`src/rtl/axil_master_bridge.sv`:
```
// Single-outstanding bridge from the core request/response port to one AXI-Lite master.
// Misaligned requests are answered locally with an error and never reach the bus.
module axil_master_bridge #(
  parameter int         ADDR_WIDTH = 32,
  parameter int         DATA_WIDTH = 32,
  parameter int         STRB_WIDTH = DATA_WIDTH / 8,
  parameter logic [2:0] AXI_PROT   = 3'b000
) (
  input  logic                  clk_i,
  input  logic                  reset_i,
  // core request/response port
  input  logic                  req_valid_i,
  output logic                  req_ready_o,
  input  logic                  req_we_i,
  input  logic [ADDR_WIDTH-1:0] req_addr_i,
  input  logic [DATA_WIDTH-1:0] req_wdata_i,
  input  logic [STRB_WIDTH-1:0] req_be_i,
  output logic                  rsp_valid_o,
  output logic [DATA_WIDTH-1:0] rsp_rdata_o,
  output logic                  rsp_err_o,
  // AXI-Lite master port
  output logic [ADDR_WIDTH-1:0] m_axil_awaddr,
  output logic [2:0]            m_axil_awprot,
  output logic                  m_axil_awvalid,
  input  logic                  m_axil_awready,
  output logic [DATA_WIDTH-1:0] m_axil_wdata,
  output logic [STRB_WIDTH-1:0] m_axil_wstrb,
  output logic                  m_axil_wvalid,
  input  logic                  m_axil_wready,
  input  logic [1:0]            m_axil_bresp,
  input  logic                  m_axil_bvalid,
  output logic                  m_axil_bready,
  output logic [ADDR_WIDTH-1:0] m_axil_araddr,
  output logic [2:0]            m_axil_arprot,
  output logic                  m_axil_arvalid,
  input  logic                  m_axil_arready,
  input  logic [DATA_WIDTH-1:0] m_axil_rdata,
  input  logic [1:0]            m_axil_rresp,
  input  logic                  m_axil_rvalid,
  output logic                  m_axil_rready
);

  typedef enum logic [2:0] {
    IDLE,
    WR_ADDR_DATA,
    WR_RESP,
    RD_ADDR,
    RD_DATA,
    RESP
  } state_t;

  state_t                  r_state;
  state_t                  w_next_state;

  logic [ADDR_WIDTH-1:0]   r_addr;
  logic [DATA_WIDTH-1:0]   r_wdata;
  logic [STRB_WIDTH-1:0]   r_be;
  logic                    r_awvalid;
  logic                    r_wvalid;
  logic                    r_arvalid;
  logic                    r_bready;
  logic                    r_rready;
  logic                    r_aw_done;
  logic                    r_w_done;
  logic [DATA_WIDTH-1:0]   r_rsp_rdata;
  logic                    r_rsp_err;

  logic                    w_accept;
  logic                    w_misaligned;
  logic                    w_aw_hs;
  logic                    w_w_hs;
  logic                    w_ar_hs;
  logic                    w_b_hs;
  logic                    w_r_hs;
  logic                    w_unused;

  assign w_accept     = req_valid_i && (r_state == IDLE);
  assign w_misaligned = (req_addr_i[1:0] != 2'b00);
  assign w_aw_hs      = r_awvalid && m_axil_awready;
  assign w_w_hs       = r_wvalid && m_axil_wready;
  assign w_ar_hs      = r_arvalid && m_axil_arready;
  assign w_b_hs       = r_bready && m_axil_bvalid;
  assign w_r_hs       = r_rready && m_axil_rvalid;
  // Only bit 1 of a response distinguishes SLVERR/DECERR from OKAY/EXOKAY.
  assign w_unused     = ^{m_axil_bresp[0], m_axil_rresp[0]};

  always_ff @(posedge clk_i) begin
    if (reset_i) begin
      r_state <= IDLE;
    end else begin
      r_state <= w_next_state;
    end
  end

  always_comb begin
    w_next_state = r_state;
    case (r_state)
      IDLE: begin
        if (req_valid_i) begin
          if (w_misaligned)  w_next_state = RESP;
          else if (req_we_i) w_next_state = WR_ADDR_DATA;
          else               w_next_state = RD_ADDR;
        end
      end
      WR_ADDR_DATA: begin
        if ((r_aw_done || w_aw_hs) && (r_w_done || w_w_hs)) w_next_state = WR_RESP;
      end
      WR_RESP:  if (w_b_hs)  w_next_state = RESP;
      RD_ADDR:  if (w_ar_hs) w_next_state = RD_DATA;
      RD_DATA:  if (w_r_hs)  w_next_state = RESP;
      RESP:     w_next_state = IDLE;
      default:  w_next_state = IDLE;
    endcase
  end

  always_ff @(posedge clk_i) begin
    if (reset_i) begin
      r_addr      <= '0;
      r_wdata     <= '0;
      r_be        <= '0;
      r_awvalid   <= 1'b0;
      r_wvalid    <= 1'b0;
      r_arvalid   <= 1'b0;
      r_bready    <= 1'b0;
      r_rready    <= 1'b0;
      r_aw_done   <= 1'b0;
      r_w_done    <= 1'b0;
      r_rsp_rdata <= '0;
      r_rsp_err   <= 1'b0;
    end else begin
      if (w_accept) begin
        r_addr    <= req_addr_i;
        r_wdata   <= req_wdata_i;
        r_be      <= req_be_i;
        r_aw_done <= 1'b0;
        r_w_done  <= 1'b0;
        r_awvalid <= !w_misaligned && req_we_i;
        r_wvalid  <= !w_misaligned && req_we_i;
        r_arvalid <= !w_misaligned && !req_we_i;
        if (w_misaligned) begin
          r_rsp_rdata <= '0;
          r_rsp_err   <= 1'b1;
        end
      end
      if (w_aw_hs) begin
        r_awvalid <= 1'b0;
        r_aw_done <= 1'b1;
      end
      if (w_w_hs) begin
        r_wvalid <= 1'b0;
        r_w_done <= 1'b1;
      end
      if (w_ar_hs) begin
        r_arvalid <= 1'b0;
      end
      // Response readies follow the state they belong to, so early beats are ignored.
      r_bready <= (w_next_state == WR_RESP);
      r_rready <= (w_next_state == RD_DATA);
      if (w_b_hs) begin
        r_rsp_rdata <= '0;
        r_rsp_err   <= m_axil_bresp[1];
      end
      if (w_r_hs) begin
        r_rsp_rdata <= m_axil_rdata;
        r_rsp_err   <= m_axil_rresp[1];
      end
    end
  end

  assign req_ready_o    = (r_state == IDLE);
  assign rsp_valid_o    = (r_state == RESP);
  assign rsp_rdata_o    = r_rsp_rdata;
  assign rsp_err_o      = r_rsp_err;

  assign m_axil_awaddr  = r_addr;
  assign m_axil_awprot  = AXI_PROT;
  assign m_axil_awvalid = r_awvalid;
  assign m_axil_wdata   = r_wdata;
  assign m_axil_wstrb   = r_be;
  assign m_axil_wvalid  = r_wvalid;
  assign m_axil_bready  = r_bready;
  assign m_axil_araddr  = r_addr;
  assign m_axil_arprot  = AXI_PROT;
  assign m_axil_arvalid = r_arvalid;
  assign m_axil_rready  = r_rready;

endmodule

```
`config.mk`:
```
export PLATFORM = sky130hd
export DESIGN_NAME = axil_master_bridge
export DESIGN_NICKNAME = d
export VERILOG_FILES = /design/src/rtl/axil_master_bridge.sv
export SDC_FILE = /design/constraint.sdc
export NUM_CORES = 1
export LEC_CHECK = 0
export ABC_AREA = 0
export CORE_MARGIN = 5
export CORE_UTILIZATION = 25
export DETAILED_ROUTE_END_ITERATION = 10
export DONT_BUFFER_PORTS = 1
export HOLD_SLACK_MARGIN = 0.1
export SYNTH_ARGS = -nofsm -noshare
export SYNTH_HDL_FRONTEND = slang
export SYNTH_SLANG_ARGS = --single-unit
```
`constraint.sdc`:
```
create_clock -name clk_i -period 2.05 [get_ports clk_i]
set_input_delay 0.41 -clock clk_i [delete_from_list [all_inputs] [get_ports clk_i]]
set_output_delay 0.41 -clock clk_i [all_outputs]
set_load 0.05 [all_outputs]
```
### After elaboration in Yosys (flattened, before gate mapping)

Cells that the tools add are included.

* bits in registers: 111
* input port bits: 113

* eq/ne operators: 7
* mux-type cells: 19
* reduce and logical (&&, ||, !) cells: 23

Operators with widths (count)
* $mux W32: 4
* $mux W3: 6
* $pmux W3 S5: 1
* $eq A3 B2 Y1 const B: 3
* $eq A3 B3 Y1 const B: 3
* $logic_and A1 B1 Y1: 9
* $mux W1: 7
* $reduce_bool A2 Y1: 3
* $reduce_bool A3 Y1: 2
* $reduce_or A2 Y1: 3
* $eq A3 B1 Y1 const B: 1
* $logic_not A3 Y1: 1
* $logic_not A1 Y1: 2
* $logic_or A1 B1 Y1: 2
* $mux W2: 1
* $reduce_and A2 Y1: 1

### Logic depth before layout (Yosys ltp)

Gate-level depths: netlist (run 1).

* depth after elaboration: 6
* depth in mapped cells: 8

### Worst setup path after synthesis (run 1)

No wires, ideal clock.

* path kind: register to register
* start: register r_state[1]
* end: register r_wdata[15], in the netlist m_axil_wdata[15]
* setup time: 71 ps
* arrival time: 2382 ps
* setup slack: -402 ps
* cell stages (with the launch flop): 9
* buffers on the path: 4
* clock period less this slack: 2452 ps
* path through: dfxtp_1 buf_6 nor3_1 and2_1 buf_2 buf_4 buf_2 nand2_1 a21oi_1

* longest elaborated chain between the ends: 2

RTL lines
* from (decl): line 52 `state_t r_state;`
* from (signal assigned): line 91 `r_state <= w_next_state;`
* $logic_not A3 Y1
* net req_ready_o: line 13 `output logic req_ready_o,`
* $logic_and A1 B1 Y1: line 77 `assign w_accept = req_valid_i && (r_state == IDLE);`
* to (signal assigned): line 133 `r_wdata <= req_wdata_i;`
* to (decl): line 56 `logic [DATA_WIDTH-1:0] r_wdata;`

The timed path passes the listed nets, and every way through them passes these cells.
A chain may end at the register's enable or synchronous reset.

### Worst setup path after layout (run 1)

* start: register r_state[1]
* end: output port rsp_valid_o

* longest elaborated chain between the ends: 1

RTL lines
* $eq A3 B3 Y1: line 171 `assign rsp_valid_o = (r_state == RESP);`
* to (decl): line 18 `output logic rsp_valid_o,`

No other way between the ends.

==> results of run 1 <==
[critical path, delay by kind of cell, from the launching register on]
| kind | cells | cell delay (ps) |
|---|---|---|
| buf+inv | 1 | 160 |
| simple gates | 1 | 570 |
| flops | 1 | 320 |
[kinds of logic (layout without fill, tap and decap cells)]
family                 after synthesis  in the layout  synth area share
buffers and inverters               71             63             0.109
AO/OA/AOI/OAI                      118            118             0.183
AND/OR/NAND/NOR                    168            168             0.167
flip-flops                         111            111             0.539
other                                1              6          0.000910
[sequential cells by signal, summed over array words and instances, names as in the netlist, 3 cells and up]
register       cells
m_axil_araddr     32
m_axil_wdata      32
m_axil_wstrb       4
rsp_rdata_o       32
r_state            3
[how the worst max path moves through the flow]
stage | endpoint | slack (ps)
after CTS | rsp_rdata_o[5]$_SDFFE_PP0P_ | 140
after global routing | rsp_valid_o | 200
after floorplan | m_axil_wdata[15]$_SDFFE_PP0P_ | 70
after detailed placement | rsp_rdata_o[3]$_SDFFE_PP0P_ | -5
after global placement | rsp_rdata_o[27]$_SDFFE_PP0P_ | 80
final | rsp_valid_o | 250
[stage by stage]
step / power [uW] / area [um2] / hold slack (ps) / util
finish: 5520 / 4690 / 135 / 0.287
global placement: 3540 / 4340 / 436 / 0.265
detailed placement: 3570 / 4340 / 442 / 0.265
CTS: 5600 / 4690 / 112 / 0.287
floorplan: 3470 / 4140 / 466 / -
global route: 5780 / 4690 / 101 / 0.287
[layout make-up]
| type | count | share of cell area |
|---|---|---|
| sequential | 111 | 0.473 |
| tap | 220 | 0.0586 |
| clock buffer | 9 | 0.0480 |
| multi-input combinational | 292 | 0.315 |
| clock inverter | 7 | 0.0269 |
| timing repair buffer | 47 | 0.0778 |
[repair_timing]
action	in CTS	in global routing
endpoints found under the hold margin	0	0
resized for setup	0	1
endpoints found under the setup margin	0	32
[power by group through the flow]
stage	Clock, uW	Combinational (uW)	Sequential (uW)
after detailed placement	0	893	2680
after global placement	0	871	2670
after floorplan	0	621	2850
final	2010	886	2620
after CTS	2080	893	2630
after global routing	2190	952	2640
[per-layer routing]
| layer | GRT usage | up-vias | part of all wire |
|---|---|---|---|
| met1 | 0.114 | 1404 | 0.38 |
| met3 | 0.0456 | 24 | 0.093 |
| met2 | 0.182 | 169 | 0.50 |
| met5 | 0 | - | 0 |
| met4 | 0.0489 | 0 | 0.027 |
| li1 | - | 1512 | - |
[layout by cell type, fill, tap and decap left out, drive strengths merged, types with 2 or more instances in the layout]
cell type,count
nor2,9
bufinv,3
nor3,5
a22oi,3
o211ai,2
a211oi,2
buf,47
a22o,32
nand2,141
inv,3
clkbuf,9
conb,6
dfxtp,111
nand3,2
a31oi,2
a21oi,71
a221oi,2
nor2b,2
and3b,2
==> run summary, run 1 <==
Setup repair bufs after CTS: 0
Final hold vios: 0
Hold Path Cell Cnt: 1
Power Dens Cells: 1180 nW/um2
Maximum clock insertion buffer count: 2
Combinational power share: 0.160
Final #Nets: 574
Dominant cell by count in the synthesized netlist: nand2_1
Max cap viols: 0
Worst Setup SP: r_state[1]$_SDFF_PP0_
Yosys warns: 0
Seq/Total Area, Yosys: 0.539
# DRC: 0
CTS buffer count: 9
Final setup TNS: 0 ps
R2r endpoint: rsp_rdata_o[3]$_SDFFE_PP0P_
Reg clk slew, reported paths: 70 ps
Switching part of the total: 0.328
Total global-route track usage: 0.106
Clock latency on the worst-skew pair: 340 ps
Fill cells: 1713
Int Pwr: 3710 uW
Drt first pass iters: 4
R2r startpoint: r_state[2]$_SDFF_PP0_
Mapped Avg Cell Area: 8.78 um2
Crit path launch type: register
Leading cell types by count after synthesis: nand2_1, dfxtp_1, a21oi_1
Largest area contributor in the synthesized netlist: dfxtp_1
Worst R2R Setup Slack: 360 ps
Critical-path cell list: buf_4 -> and3b_1
# IOs: 259
Crit-path max cell delay: 570 ps
Fin cells: 686
Die H: 138 um
Post-synthesis register bit count: 111
CP Capture Type: primary output
Site Rows: 47
Hold endpoint: m_axil_wstrb[1]$_SDFFE_PP0P_
Endpoints failing setup: 0
1st-iter DRT viols: 155
Routed len/inst: 15.4 um
Slew margin rel.: 0.514
Area Overhead vs Synth: 14.0%
Starting density of the core: 0.252
Min-delay src: reset_i
Reg2reg path depth: 4
Critical Path AT: 1390 ps
Seq pwr share: 0.475
Number of global-route vias before repair: 3078
Synth Instances: 469
Global-route wire length before repair: 16600 um
CTS root buf: clkbuf_16
Yosys cell types: 32
Asr flop ratio synth: 0
DIE AREA: 19100 um2
Leak Pwr: 0.00179 uW
Htree depth: 3
CP Max Fanout: 9
Tightest Pin Transition: 727 ps
Highest clock rate: 556 MHz
Worst Skew: 7.83 ps
Global route overflow: 0
Initial antenna violation count: 0
Pin count of the biggest net entering global routing: 82
Area contributors post-synth: dfxtp_1, nand2_1, a21oi_1
Critical Path RT: 1640 ps
Crit path time final: 1800 ps
Global placer's final weighted congestion: 0.770
Layout cells sized above 1: 0.150
Unrepaired setup endpoints after global routing: no
Final Max Slew Viols: 0
Vias per cell: 4.53
CTS sink cnt: 111
HP Class: primary input to register
Core area: 16300 um2
Die width: 138 um
Final ANT Viol Nets: 0
CTS tree: built
Final WS setup: 253 ps
Netlist Area Pre-Place: 4120 um2
Max IR drop VDD: 0.493 mV
Via count: 3109
Outcome: completed
Reg area: 2220 um2
Post-DP HPWL: 8070 um
Synth top area share: 0.539
PortBufs: 0
Ant diodes: 0
Crit path kind: register to primary output
Drt total wl: 10600 um
Tcrit/Tclk final: 0.877
Clock group share of total power: 0.364
Post-synth EDFFs: 0
Worst slack at placement: -4.59 ps
Main synth FF type: dfxtp_1
Area of the multi-input gates: 1480 um2
Placed Cells: 670
Hold buffers post-CTS: 0
Sw Pwr: 1810 uW
CP max-delay cell: and3b_1
Power figures use the tool's default switching activity.
==> run 2, diff against run 1 <==
CORE_UTILIZATION = 43   (was 25)
SKIP_CTS_REPAIR_TIMING = 1   (was not set)
==> run 2 against run 1 <==
  * Non-clock buffer count rose by 2
  * Via count fell by 2.0%
  * Cell area shrank 4.9%
  * Clock-buffer cell count increased by 1
  * Setup slack gained 5.4 ps
  * Clock skew grew 3.7 ps
  * Critical path type unchanged
==> run summary, run 2 (synthesis gave the netlist of run 1 again) <==
Outcome: completed
Reg2reg path depth: 3
Commonest non-fill, non-tap cell in the layout: nand2_1
Highest clock rate: 558 MHz
CTS sink cnt: 111
Site Rows: 35
Ant diodes: 0
DIE AREA: 11600 um2
Power Dens Cells: 1090 nW/um2
Starting density of the core: 0.444
CTS tree: built
Total global-route track usage: 0.166
Leak Pwr: 0.00173 uW
Final setup TNS: 0 ps
Critical Path RT: 1640 ps
Tcrit/Tclk final: 0.874
Design Area, Final: 4460 um2
Tightest Pin Transition: 1220 ps
Clock latency on the worst-skew pair: 350 ps
Global-route wire length before repair: 15400 um
Final hold vios: 0
Final Max Slew Viols: 0
Die H: 108 um
Unrepaired setup endpoints after global routing: no
Vias per cell: 5.10
Global placer's final weighted congestion: 0.715
Crit path launch type: register
Htree depth: 3
Worst Skew: 11.6 ps
Final ANT Viol Nets: 0
Most frequent cells in the layout: nand2_1, dfxtp_1, a21oi_1
Reg clk slew, reported paths: 100 ps
Final #Nets: 576
DP Area: 4220 um2
Endpoints failing setup: 0
Fin cells: 597
CP Capture Type: primary output
Critical Path AT: 1380 ps
Routed len/inst: 17.6 um
# DRC: 0
CP Max Fanout: 9
Initial antenna violation count: 0
Core area: 9280 um2
Drt total wl: 10500 um
Layout cells sized above 1: 0.150
Die width: 108 um
Global route overflow: 0
Crit path time final: 1790 ps
PortBufs: 0
Placed Cells: 579
Post-DP HPWL: 7520 um
Drt first pass iters: 4
CTS root buf: clkbuf_8
Area Overhead vs Synth: 8.38%
Max cap viols: 0
Maximum clock insertion buffer count: 2
HP Class: primary input to register
Core Util, Final: 0.481
Slew margin rel.: 0.184
# IOs: 259
Number of global-route vias before repair: 2937
CTS buffer count: 9
Pin count of the biggest net entering global routing: 82
Crit path kind: register to primary output
1st-iter DRT viols: 139
Hold Path Cell Cnt: 1
Max IR drop VDD: 0.429 mV
Via count: 3046
run 2: metal layers:
| layer | share of wire | track usage | wire [um] | vias to the layer above |
|---|---|---|---|---|
| li1 | - | - | - | 1514 |
| met1 | 0.39 | 0.189 | 4040 | 1372 |
| met2 | 0.52 | 0.290 | 5430 | 149 |
| met3 | 0.087 | 0.0672 | 913 | 11 |
| met4 | 0.011 | 0.0361 | 114 | 0 |
| met5 | 0 | 0 | 0 | - |
run 2: worst max-delay path, stage by stage, from the launching register on:
cell	delay [ps]
dfxtp_1	330
buf_4	160
and3b_1	550
run 2: power by group:
part / total, uW / internal (uW) / switching, uW
clock: 1320 / 590 / 728
sequential: 2630 / 2290 / 338
combinational: 905 / 218 / 688
run 2: path summary, 6_finish.rpt:
path | start | endpoint | slack [ps]
worst min register to register | m_axil_araddr[10]$_SDFFE_PP0P_ | m_axil_araddr[10]$_SDFFE_PP0P_ | 460
worst max register to register | m_axil_rready$_SDFF_PP0_ | rsp_rdata_o[0]$_SDFFE_PP0P_ | 320
worst min-delay path | reset_i | m_axil_wdata[3]$_SDFFE_PP0P_ | 130
worst max-delay path | r_state[1]$_SDFF_PP0_ | rsp_valid_o | 260
run 2: metrics by stage:
step	setup WS [ps]	total power, uW	hold slack, ps
6_report	258	4850	128
5_1_grt	122	5100	102
2_1_floorplan	65.4	3470	466
3_5_place_dp	4.47	3570	442
4_1_cts	156	4900	80.9
3_3_place_gp	110	3550	436
run 2: cell type report:
type / count / area (um2)
fill: 943 / 4820
timing repair buffer: 49 / 395
clock buffer: 10 / 128
multi-input combinational: 292 / 1480
sequential: 111 / 2220
tap: 129 / 161
clock inverter: 6 / 77.6
